==> src/rtl/seg7_pkg.sv <==
// Shared types, glyph table and digit-range helper for the 7-segment scan counter.
package seg7_pkg;

  typedef logic [6:0] seg7_t;

  // Segment order {g,f,e,d,c,b,a}, active high.
  localparam seg7_t SEG_GLYPH [16] = '{
    7'h3F, 7'h06, 7'h5B, 7'h4F, 7'h66, 7'h6D, 7'h7D, 7'h07,
    7'h7F, 7'h6F, 7'h77, 7'h7C, 7'h39, 7'h5E, 7'h79, 7'h71
  };

  function automatic logic [3:0] digit_max(input bit decimal);
    return decimal ? 4'd9 : 4'd15;
  endfunction

endpackage

==> src/rtl/seg7_digit_cell.sv <==
// One counter digit: 4-bit register stepping on carry_in, rolling over into carry_out.
module seg7_digit_cell
  import seg7_pkg::*;
#(
  parameter bit DECIMAL = 1'b0
) (
  input  logic       clk,
  input  logic       rst_n,
  input  logic       inc,
  input  logic       dec,
  input  logic       carry_in,
  input  logic       load,
  input  logic       clear,
  input  logic [3:0] load_d,
  output logic [3:0] q,
  output logic       carry_out,
  output logic       is_zero,
  output logic       is_max
);

  localparam logic [3:0] MAX = digit_max(DECIMAL);

  logic roll_up;

  // Loaded out-of-range BCD digits roll to 0 on the next up-step.
  assign roll_up   = (q >= MAX);
  assign is_zero   = (q == 4'd0);
  assign is_max    = (q == MAX);
  assign carry_out = carry_in && ((inc && roll_up) || (dec && is_zero));

  always_ff @(posedge clk or negedge rst_n) begin
    if (!rst_n) begin
      q <= 4'd0;
    end else if (clear) begin
      q <= 4'd0;
    end else if (load) begin
      q <= load_d;
    end else if (carry_in && inc) begin
      q <= roll_up ? 4'd0 : q + 4'd1;
    end else if (carry_in && dec) begin
      q <= is_zero ? MAX : q - 4'd1;
    end
  end

endmodule

==> src/rtl/seg7_scan_counter.sv <==
// Prescaled multi-digit up/down counter with time-multiplexed 7-segment output.
module seg7_scan_counter
  import seg7_pkg::*;
#(
  parameter int NUM_DIGITS = 4,
  parameter int TICK_DIV   = 25_000_000,
  parameter int SCAN_DIV   = 12_500,
  parameter bit DECIMAL    = 1'b0,
  parameter bit BLANK_LZ   = 1'b0
) (
  input  logic                    clk,
  input  logic                    rst_n,
  input  logic                    en,
  input  logic                    up_dn,
  input  logic                    clear,
  input  logic                    load,
  input  logic [4*NUM_DIGITS-1:0] load_val,
  output logic [4*NUM_DIGITS-1:0] value,
  output logic                    wrap,
  output seg7_t                   seg,
  output logic [NUM_DIGITS-1:0]   dig_sel
);

  localparam int PW = $clog2(TICK_DIV);
  localparam int SW = (SCAN_DIV > 1) ? $clog2(SCAN_DIV) : 1;
  localparam int IW = (NUM_DIGITS > 1) ? $clog2(NUM_DIGITS) : 1;

  logic [PW-1:0]         tick_rem;
  logic [SW-1:0]         scan_rem;
  logic [IW-1:0]         scan_idx;
  logic                  tick;
  logic                  step;
  logic [NUM_DIGITS:0]   carry;
  logic [NUM_DIGITS-1:0] is_zero;
  logic [NUM_DIGITS-1:0] is_max;
  logic [3:0]            digit [NUM_DIGITS];
  logic [3:0]            cur_digit;
  logic                  blank;
  logic                  all_zero;

  // Prescaler is a down-counter; remaining==0 is the same cycle an up-count would hit TICK_DIV-1.
  assign tick     = en && (tick_rem == '0);
  assign step     = tick && !clear && !load;
  assign carry[0] = step;

  always_ff @(posedge clk or negedge rst_n) begin
    if (!rst_n) begin
      tick_rem <= PW'(TICK_DIV - 1);
    end else if (clear || load) begin
      tick_rem <= PW'(TICK_DIV - 1);
    end else if (en) begin
      tick_rem <= (tick_rem == '0) ? PW'(TICK_DIV - 1) : tick_rem - PW'(1);
    end
  end

  for (genvar i = 0; i < NUM_DIGITS; i++) begin : g_digit
    seg7_digit_cell #(.DECIMAL(DECIMAL)) u_cell (
      .clk       (clk),
      .rst_n     (rst_n),
      .inc       (up_dn),
      .dec       (!up_dn),
      .carry_in  (carry[i]),
      .load      (load),
      .clear     (clear),
      .load_d    (load_val[4*i +: 4]),
      .q         (digit[i]),
      .carry_out (carry[i+1]),
      .is_zero   (is_zero[i]),
      .is_max    (is_max[i])
    );
    assign value[4*i +: 4] = digit[i];
  end

  // Carry out of the top digit alone is not enough: a loaded out-of-range digit can also roll.
  always_ff @(posedge clk or negedge rst_n) begin
    if (!rst_n) begin
      wrap <= 1'b0;
    end else begin
      wrap <= carry[NUM_DIGITS] && (up_dn ? (&is_max) : (&is_zero));
    end
  end

  always_ff @(posedge clk or negedge rst_n) begin
    if (!rst_n) begin
      scan_rem <= SW'(SCAN_DIV - 1);
      scan_idx <= '0;
    end else if (scan_rem == '0) begin
      scan_rem <= SW'(SCAN_DIV - 1);
      scan_idx <= (scan_idx == IW'(NUM_DIGITS - 1)) ? '0 : scan_idx + IW'(1);
    end else begin
      scan_rem <= scan_rem - SW'(1);
    end
  end

  // Walk from the top digit down so all_zero covers the selected digit and everything above it.
  always_comb begin
    cur_digit = 4'd0;
    blank     = 1'b0;
    all_zero  = 1'b1;
    for (int i = NUM_DIGITS - 1; i >= 0; i--) begin
      all_zero = all_zero && is_zero[i];
      if (scan_idx == IW'(i)) begin
        cur_digit = digit[i];
        blank     = BLANK_LZ && (i > 0) && all_zero;
      end
    end
  end

  always_ff @(posedge clk or negedge rst_n) begin
    if (!rst_n) begin
      seg     <= '0;
      dig_sel <= '0;
    end else begin
      seg     <= blank ? seg7_t'(0) : SEG_GLYPH[cur_digit];
      dig_sel <= NUM_DIGITS'(1) << scan_idx;
    end
  end

endmodule

==> config.mk <==
export PLATFORM = sky130hd
export DESIGN_NAME = seg7_scan_counter
export DESIGN_NICKNAME = d
export VERILOG_FILES = /design/src/rtl/seg7_pkg.sv /design/src/rtl/seg7_digit_cell.sv /design/src/rtl/seg7_scan_counter.sv
export SDC_FILE = /design/constraint.sdc
export NUM_CORES = 1
export LEC_CHECK = 0
export ABC_AREA = 1
export CAP_MARGIN = 25
export CORE_UTILIZATION = 62
export CTS_CLUSTER_SIZE = 16
export DETAILED_ROUTE_END_ITERATION = 12
export GPL_ROUTABILITY_DRIVEN = 0
export MAX_ROUTING_LAYER = met4
export PLACE_DENSITY = 0.94
export SYNTH_ARGS = -nofsm -noshare
export SYNTH_HDL_FRONTEND = slang
export SYNTH_HIERARCHICAL = 1
export SYNTH_SLANG_ARGS = --single-unit
==> constraint.sdc <==
create_clock -name clk -period 7.8 [get_ports clk]
set_input_delay 0.78 -clock clk [delete_from_list [all_inputs] [get_ports clk]]
set_output_delay 0.78 -clock clk [all_outputs]
set_load 0.02 [all_outputs]
; After elaboration in Yosys (flattened, before gate mapping)
; Memories as Yosys holds them, arrays and structs flattened. A register that Yosys moved wholly into a read port is not among the register bits.
; Index checks and enable logic that the tools add are counted.
; Widths: inputs -> output; s select.
[classes]
n_addsub = 11
n_eq_ne = 7
reduce_logical = 47
order_cmp = 4
bitwise_logic = 1
n_shift = 1
mux = 34
[ops]
columns = cell, n
row1 = $mux 4, 28
row2 = $mux 25, 3
row3 = $logic_not 25->1, 1
row4 = $sub 25x1->25 const B, 1
row5 = $logic_and 1x1->1, 24
row6 = $add 4x1->4 const B, 4
row7 = $eq 4x4->1 const B, 4
row8 = $ge 4x4->1 const B, 4
row9 = $logic_not 4->1, 4
row10 = $reduce_bool 4->1, 4
row11 = $sub 4x1->4 const B, 4
row12 = $logic_not 14->1, 1
row13 = $mux 14, 1
row14 = $sub 14x1->14 const B, 1
row15 = $reduce_and 4->1, 2
row16 = $logic_or 1x1->1, 5
row17 = $not 4->5, 1
row18 = $eq 2x2->1 const B, 2
row19 = $logic_not 1->1, 4
row20 = $shl 1x2->4 const A, 1
row21 = $add 2x1->2 const B, 1
row22 = $eq 2x1->1 const B, 1
row23 = $logic_not 2->1, 1
row24 = $mux 2, 1
row25 = 2 further kinds, 2
[word_totals]
word_cells = 115
mem_bits_ro = 112
out_inout_bits = 28
mem_count = 1
register_bits = 62
inputBits = 22
[memory_table]
columns = name, words, width, rd, rd_clocked_by_memory_dff, write_ports, line
row1 = (name not given), 16, 7, 1, 1, 0, seg7_scan_counter.sv:114  ; seg <= blank ? seg7_t'(0) : SEG_GLYPH[cur_digit];

; Longest topological paths before layout
[logic_depth]
word_depth = 12
ltp_mapped = 29

; Hierarchy
; The synthesis kept the hierarchy.
[by_module_without_submodules]
columns = module, n_inst, area_per_inst_um2, seq_area_each_um2, cells_each
row1 = seg7_scan_counter, 1, 3211.8, 1356.3, 421
row2 = seg7_digit_cell, 4, 407.9, 100.1, 66

; Worst setup path before layout
; Ideal clock, no wire load.
[synth_path]
path_kind = input to register
startpoint = input load
endpoint = register wrap
path_stages = 20
setup_time_ns = 0.088
setup_slack_ns = 4.018
arrival_ns = 3.694
path_cell_list = nor2_4 -> inv_1 -> nor4_1 -> nand2_1 -> inv_2 -> nand2_1 -> o32ai_1 -> nand2_1 -> inv_2 -> nand2_1 -> o32ai_1 -> nand2_1 -> inv_2 -> nand2_1 -> o32ai_1 -> nand2_1 -> inv_2 -> nand2_1 -> o32ai_1 -> nor3b_1
[synth_via]
elab_chain_cells = 7
[synth_lines]
columns = item, line
row1 = start: declaration, seg7_scan_counter.sv:16  ; input logic load,
row2 = $logic_not 1->1, seg7_scan_counter.sv:43  ; assign step = tick && !clear && !load;
row3 = $logic_and 1x1->1, seg7_scan_counter.sv:43
row4 = named net carry[0], seg7_scan_counter.sv:33  ; logic [NUM_DIGITS:0] carry;
row5 = $logic_and 1x1->1, seg7_digit_cell.sv:29  ; assign carry_out = carry_in && ((inc && roll_up) || (dec && is_zero));
row6 = named net carry[1], seg7_scan_counter.sv:33
row7 = $logic_and 1x1->1, seg7_digit_cell.sv:29
row8 = named net carry[2], seg7_scan_counter.sv:33
row9 = $logic_and 1x1->1, seg7_digit_cell.sv:29
row10 = named net carry[3], seg7_scan_counter.sv:33
row11 = $logic_and 1x1->1, seg7_digit_cell.sv:29
row12 = named net carry[4], seg7_scan_counter.sv:33
row13 = $logic_and 1x1->1, seg7_scan_counter.sv:79  ; wrap <= carry[NUM_DIGITS] && (up_dn ? (&is_max) : (&is_zero));
row14 = end signal: assignment, seg7_scan_counter.sv:79
row15 = end: declaration, seg7_scan_counter.sv:19  ; output logic wrap,
; The timed path passes the listed nets, and every way through them passes these cells.
; A chain may end at the register's enable or synchronous reset.

; Worst setup path after layout
; Ends and elaborated chain as after synthesis.

==> results list <==
* Share of synthesized area occupied by flip-flops and latches: 36.3%
- In this run, synthesis produced a sequential element count of 69.
* Gate Count Post-Synth: 685
* Total via count after detailed routing: 4784
- Total GRT Usage: 32.1%
- In this run, post-CTS hold repair placed 0 buffers.
- The finished layout holds 842 standard cells, fillers aside.
- Counting the buffers created by CTS gives 9.
- Across the routed clock network, the largest skew measured is 0.00550 ns.
- Setup violations remaining at the end of the flow were counted as 0.
* TritonCTS clock tree: yes
* Final hold violation count: 0
- Path type of the worst setup path: in2reg
* Detailed-placement wirelength estimate: 8510 um
- Cells with a size suffix above 1 make up 13.7% of the layout.
- For this run, the number of Yosys warnings is 6.
* Register Area: 0.00176 mm^2
- Port buffering added 49 buffers.
- STA classifies the critical path startpoint as an input port.
- The flow ran to the end, and the final reports show no timing, DRC or antenna violations.
- 50 I/O pins were placed.
* Max-cap violations: 0
- Iter 0 DRT Violations: 335
- Counting along the longest clock path gives a buffer depth of 2.
- Synthesis produced a netlist with a net count of 728.
- Area of the multi-input gates: 0.00264 mm^2
- Actual transition at the worst max-transition pin: 0.864 ns
- The worst path in the final design needs a cycle of 5.09 ns, including I/O delays and setup.
* Effective utilization at floorplan: 65.4%
* DIE AREA: 0.00817 mm^2
- In this run, post-CTS repair resized a total of 0 instances.
- Data arrival time at the worst-slack endpoint: 5.36 ns
- Counting the fill cells in the layout gives 482.
- Entering global routing, the biggest net connects 70 pins.
- The number of antenna diodes in the final layout is 0.
* Area delta synth->final: 16.9%
- The later pin in the worst-skew pair is clocked with a latency of 0.35 ns.
- For this design the ratio of total power to cell area is 183 mW/mm^2.
* Height of the die: 90.4 um
- Remaining design rule violation count: 0
- The detail route stage leaves a number of antenna-violating nets equal to 0.
- Averaged over all synthesized cells, the footprint is 7.07 um^2.
- In this run the standard cell core region covers 0.00741 mm^2.
* Vias per cell: 5.68
* Placed cells: 826
- H-tree depth: 3
- Remaining max-slew budget at the tightest pin: 42.4%
* Internal power contribution: 0.727 mW
- The floorplan step set the die width to 90.4 um.
* First-pass GRT wire length: 20700 um
- The number of cells on the worst reg-to-reg path is 25.
* Number of detailed-routing iterations run before antenna repair: 8
- The routed design has 12000 um of wire.
- Sinks on Clock Net: 69
- Adding up every negative setup slack in the final design gives 0 ns.
- After clock tree synthesis, the clock-pin slew on the worst setup and hold paths is 0.07 ns.
* Total standard cell area after synthesis: 0.00484 mm^2
- After layout, the worst path uses 65.3% of the clock period.
- Global routing finished with a remaining overflow of 0.
* Standby leakage power: 2.77 nW
- Of the total power, the clock network draws 38.1%.
* Min-Delay Path Class: reg2reg
- Across the VDD grid, the largest voltage drop is 0.116 mV.
- At the worst endpoint, the required time is 8.07 ns.
- In this run the power spent charging and discharging nets is 0.311 mW.
- CP Capture Point: wrap$_DFF_PN0_
* Initial antenna violation count: 0
- Per report_power, the combinational group accounts for 21.7% of the total.
- Max-slew violation total from the final report: 0
- STA classifies the critical path endpoint as a flip-flop.
- The worst register-to-register path begins at tick_rem[0]$_DFFE_PN1P_.
- Seq pwr share: 40.2%
* Crit Path Max Fanout: 9
* Wire per inst: 14.2 um
- The final layout contains 781 nets.
* Endpoint of the most critical register-to-register path: wrap$_DFF_PN0_
* Setup repair after global routing missed its margin: no
- After floorplanning, the core was divided into 31 placement rows.
* CP startpoint: load
* FF-to-FF setup slack: 3.13 ns
* Switching share of total power: 30.0%
- The number of global-route vias before repair was 4735.
* Post-CTS Setup Inserts: 0
* Root Buffer: sky130_fd_sc_hd__clkbuf_8
* Number of distinct library cells after synthesis: 37
* Maximum clock frequency: 0.196 GHz
state kept, by name, indices dropped and copies added, names as in the netlist:
register	flops
g_digit.u_cell/q	16
scan_idx	2
tick_rem	25
dig_sel	4
seg	7
wrap	1
scan_rem	14
cell usage in the layout (no fill, tap or decap), types with 10 or more instances in the layout:
cell type / count
sky130_fd_sc_hd__nand2_1: 199
sky130_fd_sc_hd__nor2_1: 88
sky130_fd_sc_hd__inv_1: 84
sky130_fd_sc_hd__clkdlybuf4s50_1: 48
sky130_fd_sc_hd__nand3_1: 45
sky130_fd_sc_hd__dfrtp_1: 45
sky130_fd_sc_hd__o21ai_0: 26
sky130_fd_sc_hd__dfstp_2: 24
sky130_fd_sc_hd__ha_1: 21
sky130_fd_sc_hd__nand4_1: 18
sky130_fd_sc_hd__inv_2: 15
sky130_fd_sc_hd__o21ai_1: 14
sky130_fd_sc_hd__a21oi_1: 13
sky130_fd_sc_hd__nor2_2: 11
sky130_fd_sc_hd__clkbuf_8: 10
worst max-delay path, stage by stage:
cell,delay (ns)
sky130_fd_sc_hd__clkdlybuf4s50_1,0.70
sky130_fd_sc_hd__nor2_4,0.33
sky130_fd_sc_hd__inv_1,0.14
sky130_fd_sc_hd__nor4_1,0.35
sky130_fd_sc_hd__nand2_1,0.16
sky130_fd_sc_hd__inv_2,0.14
sky130_fd_sc_hd__nand2_1,0.09
sky130_fd_sc_hd__o32ai_1,0.38
sky130_fd_sc_hd__nand2_1,0.19
sky130_fd_sc_hd__inv_2,0.14
sky130_fd_sc_hd__nand2_1,0.08
sky130_fd_sc_hd__o32ai_1,0.31
sky130_fd_sc_hd__nand2_1,0.17
sky130_fd_sc_hd__inv_2,0.14
sky130_fd_sc_hd__nand2_1,0.10
sky130_fd_sc_hd__o32ai_1,0.32
sky130_fd_sc_hd__nand2_1,0.16
sky130_fd_sc_hd__inv_2,0.13
sky130_fd_sc_hd__nand2_1,0.10
sky130_fd_sc_hd__o32ai_1,0.25
sky130_fd_sc_hd__nor3b_1,0.20
logic make-up (layout without fill, tap and decap cells):
family,after synthesis,after routing,synth area share [%]
buffers and inverters,108,166,9.22
AO/OA/AOI/OAI,73,73,8.76
AND/OR/NAND/NOR,397,397,37.3
flip-flops,69,69,36.3
XOR/XNOR,17,17,3.07
adder cells (fa/ha/maj),21,21,5.42
synthesized netlist by cell type:
cell type | number | area [um^2]
sky130_fd_sc_hd__dfrtp_1 | 45 | 1130
sky130_fd_sc_hd__a41oi_1 | 2 | 17.5
sky130_fd_sc_hd__nor3b_1 | 1 | 7.51
sky130_fd_sc_hd__inv_2 | 15 | 56.3
sky130_fd_sc_hd__nand3b_1 | 3 | 22.5
sky130_fd_sc_hd__nand2_1 | 199 | 747
sky130_fd_sc_hd__nand2_2 | 7 | 43.8
sky130_fd_sc_hd__o21ai_2 | 1 | 8.76
sky130_fd_sc_hd__dfstp_2 | 24 | 631
sky130_fd_sc_hd__buf_2 | 2 | 10.0
sky130_fd_sc_hd__nand3_4 | 1 | 17.5
sky130_fd_sc_hd__nor2_4 | 6 | 67.6
sky130_fd_sc_hd__nor2_2 | 11 | 68.8
sky130_fd_sc_hd__clkbuf_1 | 1 | 3.75
sky130_fd_sc_hd__nor2_1 | 88 | 330
sky130_fd_sc_hd__nor4_1 | 1 | 6.26
sky130_fd_sc_hd__xor2_1 | 9 | 78.8
sky130_fd_sc_hd__xnor2_1 | 8 | 70.1
sky130_fd_sc_hd__a21oi_2 | 4 | 35.0
sky130_fd_sc_hd__nor3_4 | 1 | 16.3
sky130_fd_sc_hd__or2_2 | 2 | 12.5
sky130_fd_sc_hd__o211ai_1 | 5 | 37.5
sky130_fd_sc_hd__o21ai_1 | 14 | 70.1
sky130_fd_sc_hd__nand3_1 | 45 | 225
sky130_fd_sc_hd__nand4_1 | 18 | 113
sky130_fd_sc_hd__ha_1 | 21 | 263
sky130_fd_sc_hd__a21oi_1 | 13 | 65.1
sky130_fd_sc_hd__o21ai_0 | 26 | 130
sky130_fd_sc_hd__inv_1 | 84 | 315
sky130_fd_sc_hd__o32ai_1 | 4 | 35.0
sky130_fd_sc_hd__nand3_2 | 6 | 60.1
sky130_fd_sc_hd__o22ai_1 | 4 | 25.0
sky130_fd_sc_hd__nor3_1 | 2 | 10.0
sky130_fd_sc_hd__buf_6 | 5 | 56.3
sky130_fd_sc_hd__nor3_2 | 5 | 50.1
sky130_fd_sc_hd__and2_1 | 1 | 6.26
sky130_fd_sc_hd__clkinv_2 | 1 | 5.00
power groups by stage:
stage / registers [mW] / clock network (mW) / logic (mW)
6_report: 0.418 / 0.396 / 0.225
5_1_grt: 0.421 / 0.412 / 0.249
4_1_cts: 0.416 / 0.397 / 0.223
3_5_place_dp: 0.422 / 0 / 0.221
3_3_place_gp: 0.421 / 0 / 0.210
2_1_floorplan: 0.433 / 0 / 0.124
layout make-up:
type | instances | share of cell area [%]
Clock buffer | 10 | 2.43
Clock inverter | 6 | 2.36
Inverter | 100 | 6.65
Multi-Input combinational cell | 508 | 46.6
Sequential cell | 69 | 31.0
Tap cell | 99 | 2.19
Timing Repair Buffer | 50 | 8.71
stage by stage:
step	area [um^2]	setup WS [ns]	hold slack (ns)	total power, mW	util [%]
2_1_floorplan	4840	4.02	0.443	0.557	-
3_3_place_gp	5390	2.82	0.452	0.631	72.8
3_5_place_dp	5390	2.55	0.460	0.643	72.8
4_1_cts	5660	2.85	0.487	1.04	76.4
5_1_grt	5660	2.44	0.511	1.08	76.4
6_report	5660	2.71	0.488	1.04	76.4
worst min-delay path by stage:
stage / startpoint / endpoint / slack, ns / cells after the start
6_report: tick_rem[24]$_DFFE_PN1P_ / tick_rem[24]$_DFFE_PN1P_ / 0.49 / 2
5_1_grt: tick_rem[24]$_DFFE_PN1P_ / tick_rem[24]$_DFFE_PN1P_ / 0.51 / 2
4_1_cts: tick_rem[24]$_DFFE_PN1P_ / tick_rem[24]$_DFFE_PN1P_ / 0.49 / 2
3_5_place_dp: scan_rem[0]$_DFF_PN1_ / scan_rem[0]$_DFF_PN1_ / 0.46 / 1
3_3_place_gp: scan_rem[0]$_DFF_PN1_ / scan_rem[0]$_DFF_PN1_ / 0.45 / 1
2_1_floorplan: scan_rem[0]$_DFF_PN1_ / scan_rem[0]$_DFF_PN1_ / 0.44 / 1
routing by layer:
layer / wire length (um) / part of all wire [%] / GRT usage (%)
met4: 395 / 3.3 / 15.9
met5: 0 / 0 / -
met1: 4770 / 40 / 36.9
met2: 6080 / 51 / 55.0
met3: 733 / 6.1 / 4.80
No activity file was read; power rests on OpenSTA's default activity.
